## config.mk

```make
export PLATFORM = sky130hd
export DESIGN_NAME = spm_port_arbiter_flat
export DESIGN_NICKNAME = d
export VERILOG_FILES = /design/src/rtl/spm_port_arbiter_pkg.sv /design/src/rtl/spm_port_arbiter_if.sv /design/src/rtl/spm_arb_sat_cnt.sv /design/src/rtl/spm_port_arbiter.sv /design/src/flat_wrapper.sv
export SDC_FILE = /design/constraint.sdc
export NUM_CORES = 1
export LEC_CHECK = 0
export ABC_AREA = 1
export CAP_MARGIN = 30
export CORE_AREA = 4 4 91 93
export DETAILED_ROUTE_END_ITERATION = 10
export DIE_AREA = 0 0 95 97
export PLACE_DENSITY = 0.73
export SETUP_SLACK_MARGIN = 0.3
export SYNTH_ARGS = -nofsm -noshare
export SYNTH_HDL_FRONTEND = slang
export SYNTH_SLANG_ARGS = --single-unit
```

## constraint.sdc

```tcl
create_clock -name clk -period 4.99 [get_ports clk]
set_input_delay 1.497 -clock clk [delete_from_list [all_inputs] [get_ports clk]]
set_output_delay 1.497 -clock clk [all_outputs]
set_load 0.01 [all_outputs]
```

## src/rtl/spm_port_arbiter_pkg.sv

```systemverilog
// spm_port_arbiter_pkg: shared definitions for the SPM port-B arbiter.
// Provides the bus polarity/direction constants, the arbiter state and
// grant encodings, and a small saturating-increment helper.
// Optional feature macro used by the slice: SPM_ARB_STATS_EN.
package spm_port_arbiter_pkg;

  localparam int SPM_ADDR_W = 12;  // SpmAddrBus width
  localparam int SPM_DATA_W = 32;  // WordDataBus width

  localparam logic ENABLE_  = 1'b0;  // active-low strobe/ready asserted
  localparam logic DISABLE_ = 1'b1;  // active-low strobe/ready released
  localparam logic READ     = 1'b1;
  localparam logic WRITE    = 1'b0;

  // X_RD: a read for requester X was issued in the previous cycle
  typedef enum logic [1:0] {
    SPM_ARB_IDLE   = 2'd0,
    SPM_ARB_MEM_RD = 2'd1,
    SPM_ARB_DMA_RD = 2'd2
  } arb_state_e;

  typedef enum logic [1:0] {
    GRANT_NONE = 2'd0,
    GRANT_MEM  = 2'd1,
    GRANT_DMA  = 2'd2
  } grant_e;

  // 4-bit increment that sticks at lim
  function automatic logic [3:0] sat_inc4(input logic [3:0] val, input logic [3:0] lim);
    logic [3:0] res;
    if (val >= lim) begin
      res = lim;
    end else begin
      res = val + 4'd1;
    end
    return res;
  endfunction

endpackage

```

## src/rtl/spm_port_arbiter_if.sv

```systemverilog
// spm_port_arbiter_if: bundles the three buses around the arbiter.
//   mem_*  : MEM pipeline requester (as_, rw, addr, wr_data -> ; <- rd_data, rdy_)
//   dma_*  : DMA/bus-slave requester, same shape as mem_*
//   spm_*  : SPM port B (as_, rw, addr, wr_data -> ; <- rd_data, 1-cycle read latency)
// Modports: master = requester/SPM environment side, slave = arbiter side.
interface spm_port_arbiter_if #(
  parameter int ADDR_W = 12,
  parameter int DATA_W = 32
);
  logic              mem_as_;
  logic              mem_rw;
  logic [ADDR_W-1:0] mem_addr;
  logic [DATA_W-1:0] mem_wr_data;
  logic [DATA_W-1:0] mem_rd_data;
  logic              mem_rdy_;

  logic              dma_as_;
  logic              dma_rw;
  logic [ADDR_W-1:0] dma_addr;
  logic [DATA_W-1:0] dma_wr_data;
  logic [DATA_W-1:0] dma_rd_data;
  logic              dma_rdy_;

  logic              spm_as_;
  logic              spm_rw;
  logic [ADDR_W-1:0] spm_addr;
  logic [DATA_W-1:0] spm_wr_data;
  logic [DATA_W-1:0] spm_rd_data;

  modport master (
    output mem_as_, mem_rw, mem_addr, mem_wr_data,
    output dma_as_, dma_rw, dma_addr, dma_wr_data,
    output spm_rd_data,
    input  mem_rd_data, mem_rdy_, dma_rd_data, dma_rdy_,
    input  spm_as_, spm_rw, spm_addr, spm_wr_data
  );

  modport slave (
    input  mem_as_, mem_rw, mem_addr, mem_wr_data,
    input  dma_as_, dma_rw, dma_addr, dma_wr_data,
    input  spm_rd_data,
    output mem_rd_data, mem_rdy_, dma_rd_data, dma_rdy_,
    output spm_as_, spm_rw, spm_addr, spm_wr_data
  );
endinterface

```

## src/rtl/spm_arb_sat_cnt.sv

```systemverilog
// spm_arb_sat_cnt: 16-bit event counter, saturating at 16'hFFFF, with
// synchronous clear (clr wins over inc). Only present when SPM_ARB_STATS_EN
// is defined; the default build compiles this file to nothing.
//   clk, reset : clock, asynchronous active-high reset
//   clr        : synchronous clear
//   inc        : count one event this cycle
//   cnt        : registered count
`ifdef SPM_ARB_STATS_EN
module spm_arb_sat_cnt (
  input  logic        clk,
  input  logic        reset,
  input  logic        clr,
  input  logic        inc,
  output logic [15:0] cnt
);

  // Saturating count register
  always_ff @(posedge clk or posedge reset) begin
    if (reset) begin
      cnt <= 16'h0000;
    end else if (clr) begin
      cnt <= 16'h0000;
    end else if (inc && (cnt != 16'hFFFF)) begin
      cnt <= cnt + 16'h0001;
    end else begin
      cnt <= cnt;
    end
  end

endmodule
`endif

```

## src/rtl/spm_port_arbiter.sv

```systemverilog
// spm_port_arbiter: shares SPM port B between the MEM stage and a DMA
// requester, one SPM access per cycle. MEM has fixed priority; a starvation
// counter hands DMA one arbitration after STARVE_MAX denied cycles.
// Writes are acknowledged in the grant cycle; reads are acknowledged the
// next cycle with spm_rd_data passed through.
// Ports:
//   clk, reset : clock, asynchronous active-high reset
//   bus        : spm_port_arbiter_if.slave (mem_*, dma_*, spm_* groups)
// Optional (SPM_ARB_STATS_EN): stat_clr in, mem_grant_cnt / dma_grant_cnt /
//   conflict_cnt 16-bit saturating outputs.
module spm_port_arbiter
  import spm_port_arbiter_pkg::*;
#(
  parameter int ADDR_W     = SPM_ADDR_W,
  parameter int DATA_W     = SPM_DATA_W,
  parameter int STARVE_MAX = 4  // 1..15
) (
  input  logic                clk,
  input  logic                reset,
  spm_port_arbiter_if.slave   bus
`ifdef SPM_ARB_STATS_EN
  ,
  input  logic                stat_clr,
  output logic [15:0]         mem_grant_cnt,
  output logic [15:0]         dma_grant_cnt,
  output logic [15:0]         conflict_cnt
`endif
);

  localparam logic [3:0] STARVE_LIM = 4'(STARVE_MAX);

  arb_state_e state_r;
  logic [3:0] starve_cnt_r;
  logic       mem_elig_s;
  logic       dma_elig_s;
  grant_e     grant_s;

  // Eligibility and grant; a requester whose read completes this cycle is
  // still holding as_ and must not be re-issued. Nothing issues in reset.
  always_comb begin
    mem_elig_s = (bus.mem_as_ == ENABLE_) && (state_r != SPM_ARB_MEM_RD);
    dma_elig_s = (bus.dma_as_ == ENABLE_) && (state_r != SPM_ARB_DMA_RD);
    if (reset) begin
      grant_s = GRANT_NONE;
    end else if (dma_elig_s && (starve_cnt_r == STARVE_LIM)) begin
      grant_s = GRANT_DMA;
    end else if (mem_elig_s) begin
      grant_s = GRANT_MEM;
    end else if (dma_elig_s) begin
      grant_s = GRANT_DMA;
    end else begin
      grant_s = GRANT_NONE;
    end
  end

  // SPM port B issue mux
  always_comb begin
    case (grant_s)
      GRANT_MEM: begin
        bus.spm_as_     = ENABLE_;
        bus.spm_rw      = bus.mem_rw;
        bus.spm_addr    = bus.mem_addr;
        bus.spm_wr_data = bus.mem_wr_data;
      end
      GRANT_DMA: begin
        bus.spm_as_     = ENABLE_;
        bus.spm_rw      = bus.dma_rw;
        bus.spm_addr    = bus.dma_addr;
        bus.spm_wr_data = bus.dma_wr_data;
      end
      default: begin
        bus.spm_as_     = DISABLE_;
        bus.spm_rw      = READ;
        bus.spm_addr    = {ADDR_W{1'b0}};
        bus.spm_wr_data = {DATA_W{1'b0}};
      end
    endcase
  end

  // Ready/read-data return: same-cycle write ack, next-cycle read ack.
  // rd_data is only non-zero in a read-completion cycle, where rdy_ is low.
  always_comb begin
    if (((grant_s == GRANT_MEM) && (bus.mem_rw == WRITE)) || (state_r == SPM_ARB_MEM_RD)) begin
      bus.mem_rdy_ = ENABLE_;
    end else begin
      bus.mem_rdy_ = DISABLE_;
    end
    if (((grant_s == GRANT_DMA) && (bus.dma_rw == WRITE)) || (state_r == SPM_ARB_DMA_RD)) begin
      bus.dma_rdy_ = ENABLE_;
    end else begin
      bus.dma_rdy_ = DISABLE_;
    end
    if (state_r == SPM_ARB_MEM_RD) begin
      bus.mem_rd_data = bus.spm_rd_data;
    end else begin
      bus.mem_rd_data = {DATA_W{1'b0}};
    end
    if (state_r == SPM_ARB_DMA_RD) begin
      bus.dma_rd_data = bus.spm_rd_data;
    end else begin
      bus.dma_rd_data = {DATA_W{1'b0}};
    end
  end

  // Read-outstanding FSM and DMA starvation counter
  always_ff @(posedge clk or posedge reset) begin
    if (reset) begin
      state_r      <= SPM_ARB_IDLE;
      starve_cnt_r <= 4'd0;
    end else begin
      case (grant_s)
        GRANT_MEM: state_r <= (bus.mem_rw == READ) ? SPM_ARB_MEM_RD : SPM_ARB_IDLE;
        GRANT_DMA: state_r <= (bus.dma_rw == READ) ? SPM_ARB_DMA_RD : SPM_ARB_IDLE;
        default:   state_r <= SPM_ARB_IDLE;
      endcase
      // DMA completing its own read is neither eligible nor idle: hold
      if ((bus.dma_as_ == DISABLE_) || (grant_s == GRANT_DMA)) begin
        starve_cnt_r <= 4'd0;
      end else if (dma_elig_s) begin
        starve_cnt_r <= sat_inc4(starve_cnt_r, STARVE_LIM);
      end else begin
        starve_cnt_r <= starve_cnt_r;
      end
    end
  end

`ifdef SPM_ARB_STATS_EN
  spm_arb_sat_cnt u_mem_grant_cnt (
    .clk   (clk),
    .reset (reset),
    .clr   (stat_clr),
    .inc   (grant_s == GRANT_MEM),
    .cnt   (mem_grant_cnt)
  );

  spm_arb_sat_cnt u_dma_grant_cnt (
    .clk   (clk),
    .reset (reset),
    .clr   (stat_clr),
    .inc   (grant_s == GRANT_DMA),
    .cnt   (dma_grant_cnt)
  );

  spm_arb_sat_cnt u_conflict_cnt (
    .clk   (clk),
    .reset (reset),
    .clr   (stat_clr),
    .inc   (mem_elig_s && dma_elig_s && !reset),
    .cnt   (conflict_cnt)
  );
`endif

endmodule

```

## src/flat_wrapper.sv

```systemverilog
// flat-port wrapper written by rule: the top's interface ports become plain ports
module spm_port_arbiter_flat import spm_port_arbiter_pkg::*;
#(
  parameter int ADDR_W     = SPM_ADDR_W,
  parameter int DATA_W     = SPM_DATA_W,
  parameter int STARVE_MAX = 4          
)
  (clk, reset, bus_mem_as_, bus_mem_rw, bus_mem_addr, bus_mem_wr_data, bus_dma_as_, bus_dma_rw, bus_dma_addr, bus_dma_wr_data, bus_spm_rd_data, bus_mem_rd_data, bus_mem_rdy_, bus_dma_rd_data, bus_dma_rdy_, bus_spm_as_, bus_spm_rw, bus_spm_addr, bus_spm_wr_data);
  spm_port_arbiter_if #(.ADDR_W(ADDR_W), .DATA_W(DATA_W)) bus_i ();
  input  logic clk;
  input  logic reset;
  input wire logic [$bits(bus_i.mem_as_)-1:0] bus_mem_as_;
  input wire logic [$bits(bus_i.mem_rw)-1:0] bus_mem_rw;
  input wire logic [$bits(bus_i.mem_addr)-1:0] bus_mem_addr;
  input wire logic [$bits(bus_i.mem_wr_data)-1:0] bus_mem_wr_data;
  input wire logic [$bits(bus_i.dma_as_)-1:0] bus_dma_as_;
  input wire logic [$bits(bus_i.dma_rw)-1:0] bus_dma_rw;
  input wire logic [$bits(bus_i.dma_addr)-1:0] bus_dma_addr;
  input wire logic [$bits(bus_i.dma_wr_data)-1:0] bus_dma_wr_data;
  input wire logic [$bits(bus_i.spm_rd_data)-1:0] bus_spm_rd_data;
  output wire logic [$bits(bus_i.mem_rd_data)-1:0] bus_mem_rd_data;
  output wire logic [$bits(bus_i.mem_rdy_)-1:0] bus_mem_rdy_;
  output wire logic [$bits(bus_i.dma_rd_data)-1:0] bus_dma_rd_data;
  output wire logic [$bits(bus_i.dma_rdy_)-1:0] bus_dma_rdy_;
  output wire logic [$bits(bus_i.spm_as_)-1:0] bus_spm_as_;
  output wire logic [$bits(bus_i.spm_rw)-1:0] bus_spm_rw;
  output wire logic [$bits(bus_i.spm_addr)-1:0] bus_spm_addr;
  output wire logic [$bits(bus_i.spm_wr_data)-1:0] bus_spm_wr_data;
  assign bus_i.mem_as_ = bus_mem_as_;
  assign bus_i.mem_rw = bus_mem_rw;
  assign bus_i.mem_addr = bus_mem_addr;
  assign bus_i.mem_wr_data = bus_mem_wr_data;
  assign bus_i.dma_as_ = bus_dma_as_;
  assign bus_i.dma_rw = bus_dma_rw;
  assign bus_i.dma_addr = bus_dma_addr;
  assign bus_i.dma_wr_data = bus_dma_wr_data;
  assign bus_i.spm_rd_data = bus_spm_rd_data;
  assign bus_mem_rd_data = bus_i.mem_rd_data;
  assign bus_mem_rdy_ = bus_i.mem_rdy_;
  assign bus_dma_rd_data = bus_i.dma_rd_data;
  assign bus_dma_rdy_ = bus_i.dma_rdy_;
  assign bus_spm_as_ = bus_i.spm_as_;
  assign bus_spm_rw = bus_i.spm_rw;
  assign bus_spm_addr = bus_i.spm_addr;
  assign bus_spm_wr_data = bus_i.spm_wr_data;
  spm_port_arbiter #(.ADDR_W(ADDR_W), .DATA_W(DATA_W), .STARVE_MAX(STARVE_MAX)) u_core (.clk(clk), .reset(reset), .bus(bus_i));
endmodule
```

### Word-level counts from Yosys, hierarchy flattened

Index checks and enable logic that the tools add are counted.

* bits in registers: 6
* input bits: 126
* output and inout bits: 112
* word-level logic and storage cells: 43

* add/subtract/negate cells: 1
* $lt $le $gt $ge: 1
* equality and inequality tests: 7
* multiplexer cells: 18
* bitwise operators: 4
* reductions and logical operators: 10

Operators with widths (count)
* two-way mux 32 bit: 2
* case mux 32 bit (2 select lines): 1
* case mux 12 bit (2 select lines): 1
* two-way mux 4 bit: 3
* two-way mux 2 bit: 5
* logical AND 1 bit: 5
* adder 4 x 1 -> 4 bit (second input constant): 1
* equality test 2 x 1 -> 1 bit (second input constant): 2
* equality test 2 bit (second input constant): 2
* equality test 4 x 3 -> 1 bit (second input constant): 1
* greater-or-equal comparator 4 x 3 -> 1 bit (second input constant): 1
* two-way mux 1 bit: 4
* NOT 1 bit: 4
* case mux 2 bit (2 select lines): 1
* logical OR 1 bit: 3
* inequality test 2 x 1 -> 1 bit (second input constant): 1
* inequality test 2 bit (second input constant): 1
* case mux 1 bit (2 select lines): 1
* nonzero test 2 bit: 1
* OR reduction 2 bit: 1

### Logic depth before layout (Yosys ltp)

* depth in word-level cells: 10
* depth in mapped cells: 12
* gate-level depth less buffers: 10

### Worst setup path after synthesis

No wires, ideal clock.

* path type: input to output
* from: input reset
* to: output bus_spm_addr[0]
* arrival: 2775 ps
* required time: 3493 ps
* path slack: 718 ps
* stages on the path: 8
* buffers on the path: 2
* cell sequence: inv_1 > nand3_1 > inv_1 > nand2_1 > ha_1 > buf_2 > buf_2 > a21oi_1

* cells in the longest elaborated chain, start to end: 3
* elaborated cells on any way between the ends: 4
* classes of those cells: eq/ne (2); mux (2)

Ends and longest elaborated chain
* start: declaration: RTL line flat_wrapper.sv:11 `input logic reset;`
* two-way mux 2 bit (*): RTL line spm_port_arbiter.sv:43 `if (reset) begin`
* equality test 2 bit / equality test 2 x 1 -> 1 bit (equally long branches): RTL line spm_port_arbiter.sv:58 `case (grant_s)`
* case mux 12 bit (2 select lines) (*): RTL line spm_port_arbiter.sv:58
* end: declaration: RTL line flat_wrapper.sv:27 `output wire logic [$bits(bus_i.spm_addr)-1:0] bus_spm_addr;`

Mark *: on every way between the ends. The rest lies on a longest branch, timed or not.

### Worst setup path after layout

* from: input reset
* to: output bus_spm_wr_data[11]

* cells in the longest elaborated chain, start to end: 3
* elaborated cells on any way between the ends: 4
* classes of those cells: eq/ne (2); mux (2)

Ends and longest elaborated chain
* two-way mux 2 bit (*): RTL line spm_port_arbiter.sv:43
* equality test 2 bit / equality test 2 x 1 -> 1 bit (equally long branches): RTL line spm_port_arbiter.sv:58
* case mux 32 bit (2 select lines) (*): RTL line spm_port_arbiter.sv:58
* end: declaration: RTL line flat_wrapper.sv:28 `output wire logic [$bits(bus_i.spm_wr_data)-1:0] bus_spm_wr_data;`

Marked as above.

==> metrics.sh <==
HPWL_MM=7.76
MAXCAPVIOLATIONS=0
WORST_IR_DROP_VDD_uV=54.6
PLACEMENT.SETUP.WORST_SLACK_NS=-0.104
FINAL_LAYOUT_NET_COUNT=683
DRT_PASS1_ITERATIONS=4
FIRST_ITER_VIOLATIONS=87
AVGVIACOUNTPERCELL=4.35
CTS_TREE='done'
FMAXACHIEVABLE_GHz=0.216
TIMING.CRITICAL_PATH.REQUIRED_NS=3.49
WORST-PATH-BUF-INV=6
YOSYSUNIQUECELLTYPES=16
STD_CELL_ROWS=32
PERIOD_NEEDED_NS=4.63
CTS.SINK_COUNT=6
SYN-CELL-AREA_UM2=1480
DRT-WIRELENGTH-PER-CELL_UM=14.5
PATH_CLK_SLEW_NS=0.03
DRC=0
CRITPATHLAUNCHTYPE='input port'
POWER_DENSITY_nW_PER_UM2=93.8
LAYOUT_SETUP_WS_NS=0.359
WORST-SLEW-PIN-TRANSITION_NS=0.396
SEQ_CELLS_POST_SYNTH=6
CTSLONGESTPATHBUFFERS=2
NUMCTSBUFFERS=3
CRIT_FANOUT=8
SETUP_VIOLATIONS=0
P_LEAK_nW=1.81
ENDPOINTS_FAILING_HOLD=0
ANTENNA_CELLS_INSERTED=0
TIMING_MAX_TRANSITION_VIOLATIONS_FINAL=0
YS_SEQ_AREA_SHARE_PCT=10.2
INITIAL_UTIL_PCT=19.6
CELL_CHOSEN_FOR_THE_CLOCK_ROOT='sky130_fd_sc_hd__clkbuf_8'
CLOCK_INSERTION_DELAY_WORST_SKEW_NS=0.22
POST_SYNTHESIS_MEAN_INSTANCE_AREA_UM2=4.70
ANTENNA_FOUND_INITIAL=0
TOTAL_POWER_mW=0.381
HTREEDEPTH=1
SETUP.WORST_PATH.END_CLASS='output port'
TIMING.MAX_SLEW.REL_SLACK_PCT=73.6
GRT_SETUP_UNREPAIRED='no'
WORSTSETUPPATHTYPE='input port to output port'
CRITPATHMAXSTAGEDELAY_NS=0.41
GLOBAL_ROUTE_WIRE_LENGTH_BEFORE_REPAIR_MM=13.6
CTS_HOLD_REPAIR.BUFFERS=0
POST-ROUTE-PERIOD-UTIL_PCT=92.8
DIE_HEIGHT_UM=97
NUMBER_OF_PLACED_I_O_PINS=238
AREA_DELTA_SYNTH_FINAL_PCT=175
TIMING.CRITICAL_PATH.MAX_DELAY_FAMILY='buffers and inverters'
GR_OVFL_TOTAL=0
SYN_NETS=444
FP.DIEAREA_UM2=9220
CP_CELL_SEQUENCE='clkdlybuf4s50_1 > inv_2 > nand3_4 > nor2_4 > ha_4 > buf_4 > buf_6 > clkbuf_16 > nand2_1 > a21oi_1 > buf_2'
ANTENNA_VIOLATING_NETS_POST_ROUTE=0
HOLD_PATH.CLASS='register to register'
NUMBER_OF_BUFFER_CELLS_ADDED_ON_PRIMARY_PORTS=237
FINALCLOCKSKEW_NS=0.000793
VIAS=2838
FINAL_WTD_CONGESTION=0.920
GLOBALROUTETOTALUTIL_PCT=18.4
DIE-WIDTH_UM=95
CRITPATHSLOWESTCELL='sky130_fd_sc_hd__clkdlybuf4s50_1'
NUM-FILL-CELLS=753
TNS_NS=0
RESULT_OF_THE_RUN='finished, final reports clean'
ROUTED_WIRELENGTH_MM=9.46
PLACEABLE_CORE_AREA_UM2=7530
VIAS_IN_THE_FIRST_GLOBAL_ROUTE=2878
POST_ROUTE_CELLS_DRIVE_ABOVE_1_SHARE_PCT=17.4
SYNTH.YOSYS.WARNINGS=0
CRIT_ARRIVAL_NS=3.13
SYN-INSTANCE-COUNT=314
PIN_COUNT_OF_THE_BIGGEST_NET_ENTERING_GLOBAL_ROUTING=39
worst reg2reg max path: cells and delay by family (launching register included):
kind,cells,cell delay [ns]
AOI/OAI and AO/OA,1,0.12
adders and majority gates,1,0.18
buffers and inverters,3,0.62
DFF,1,0.40
and+or+nand+nor,6,0.71
state kept, by name (all words and copies together), names as in the netlist:
register             flops
u_core.state_r           2
u_core.starve_cnt_r      4
routing by layer:
metal | up-vias | part of all wire [%] | global-route usage [%]
met1 | 1241 | 34 | 17.6
met2 | 167 | 51 | 35.1
met3 | 25 | 12 | 5.60
met4 | 0 | 3.4 | 7.55
met5 | - | 0 | 0
li1 | 1405 | - | -
layout by cell type, fill, tap and decap left out, types with 5 or more instances in the layout:
cell type,count
sky130_fd_sc_hd__buf_12,5
sky130_fd_sc_hd__inv_2,5
sky130_fd_sc_hd__clkbuf_2,11
sky130_fd_sc_hd__nand2_1,96
sky130_fd_sc_hd__dfrtp_1,6
sky130_fd_sc_hd__a21oi_2,9
sky130_fd_sc_hd__a21oi_1,37
sky130_fd_sc_hd__nand2_2,5
sky130_fd_sc_hd__buf_2,32
sky130_fd_sc_hd__buf_4,8
sky130_fd_sc_hd__clkdlybuf4s50_1,187
sky130_fd_sc_hd__nor2_1,75
sky130_fd_sc_hd__inv_1,43
metrics by stage:
stage	utilization, %	cells	instance area, um2	hold WS (ns)
after floorplan	-	314	1480	0.486
after global placement	52.6	642	3960	0.506
after detailed placement	52.6	642	3960	0.516
after CTS	52.5	651	3950	0.522
after global routing	53.9	653	4060	0.541
final	53.9	653	4060	0.521
final cells by class:
class | instances | area [um2] | share of cell area [%]
flip-flops and latches | 6 | 150 | 3.70
inverters | 48 | 180 | 4.44
well taps | 102 | 128 | 3.15
multi-input cells | 238 | 1120 | 27.6
clock buffers | 3 | 41.3 | 1.02
repair buffers | 256 | 2440 | 60.1
synth_stat cells:
cell / n / area, um2
sky130_fd_sc_hd__clkbuf_1: 1 / 3.75
sky130_fd_sc_hd__inv_2: 1 / 3.75
sky130_fd_sc_hd__nor2_2: 1 / 6.26
sky130_fd_sc_hd__nand3_1: 4 / 20.0
sky130_fd_sc_hd__buf_2: 11 / 55.1
sky130_fd_sc_hd__o21ai_0: 4 / 20.0
sky130_fd_sc_hd__nand2_1: 99 / 372
sky130_fd_sc_hd__nand3b_1: 1 / 7.51
sky130_fd_sc_hd__inv_1: 47 / 176
sky130_fd_sc_hd__ha_1: 4 / 50.1
sky130_fd_sc_hd__a21oi_1: 46 / 230
sky130_fd_sc_hd__nand2_2: 2 / 12.5
sky130_fd_sc_hd__buf_6: 1 / 11.3
sky130_fd_sc_hd__nor2_1: 77 / 289
sky130_fd_sc_hd__dfrtp_1: 6 / 150
sky130_fd_sc_hd__buf_4: 9 / 67.6
final timing paths:
kind | slack [ns] | start | cells past startpoint | to
setup / recovery | 0.36 | reset | 11 | bus_spm_wr_data[11]
hold / removal | 0.52 | u_core.starve_cnt_r[3]$_DFFE_PP0P_ | 2 | u_core.starve_cnt_r[3]$_DFFE_PP0P_
setup reg to reg | 2.89 | u_core.state_r[0]$_DFF_PP0_ | 11 | u_core.starve_cnt_r[1]$_DFFE_PP0P_
hold reg to reg | 0.52 | u_core.starve_cnt_r[3]$_DFFE_PP0P_ | 2 | u_core.starve_cnt_r[3]$_DFFE_PP0P_
max in group asynchronous | 3.22 | reset | 3 | u_core.state_r[0]$_DFF_PP0_
min in group asynchronous | 1.66 | reset | 3 | u_core.starve_cnt_r[0]$_DFFE_PP0P_
timing repair:
item,CTS,global route
buffers inserted,4,1
cloned,2,1
endpoints found under the setup margin,48,43
pin swaps,2,9
gates resized for setup,156,58
endpoints found under the hold margin,0,0
where the power goes:
group / switching (mW) / total [mW] / internal (mW)
Sequential: 0.00252 / 0.0544 / 0.0519
Combinational: 0.104 / 0.255 / 0.151
Clock: 0.0192 / 0.0709 / 0.0517
logic make-up after synthesis:
kind of cell             count (synthesis)  share of synthesized area [%]
AO/OA/AOI/OAI                           50                           17.0
AND/OR/NAND/NOR                        184                           47.9
adder cells (fa/ha/maj)                  4                           3.39
buffers and inverters                   70                           21.5
flip-flops                               6                           10.2
(Power assumes the default switching activity.)
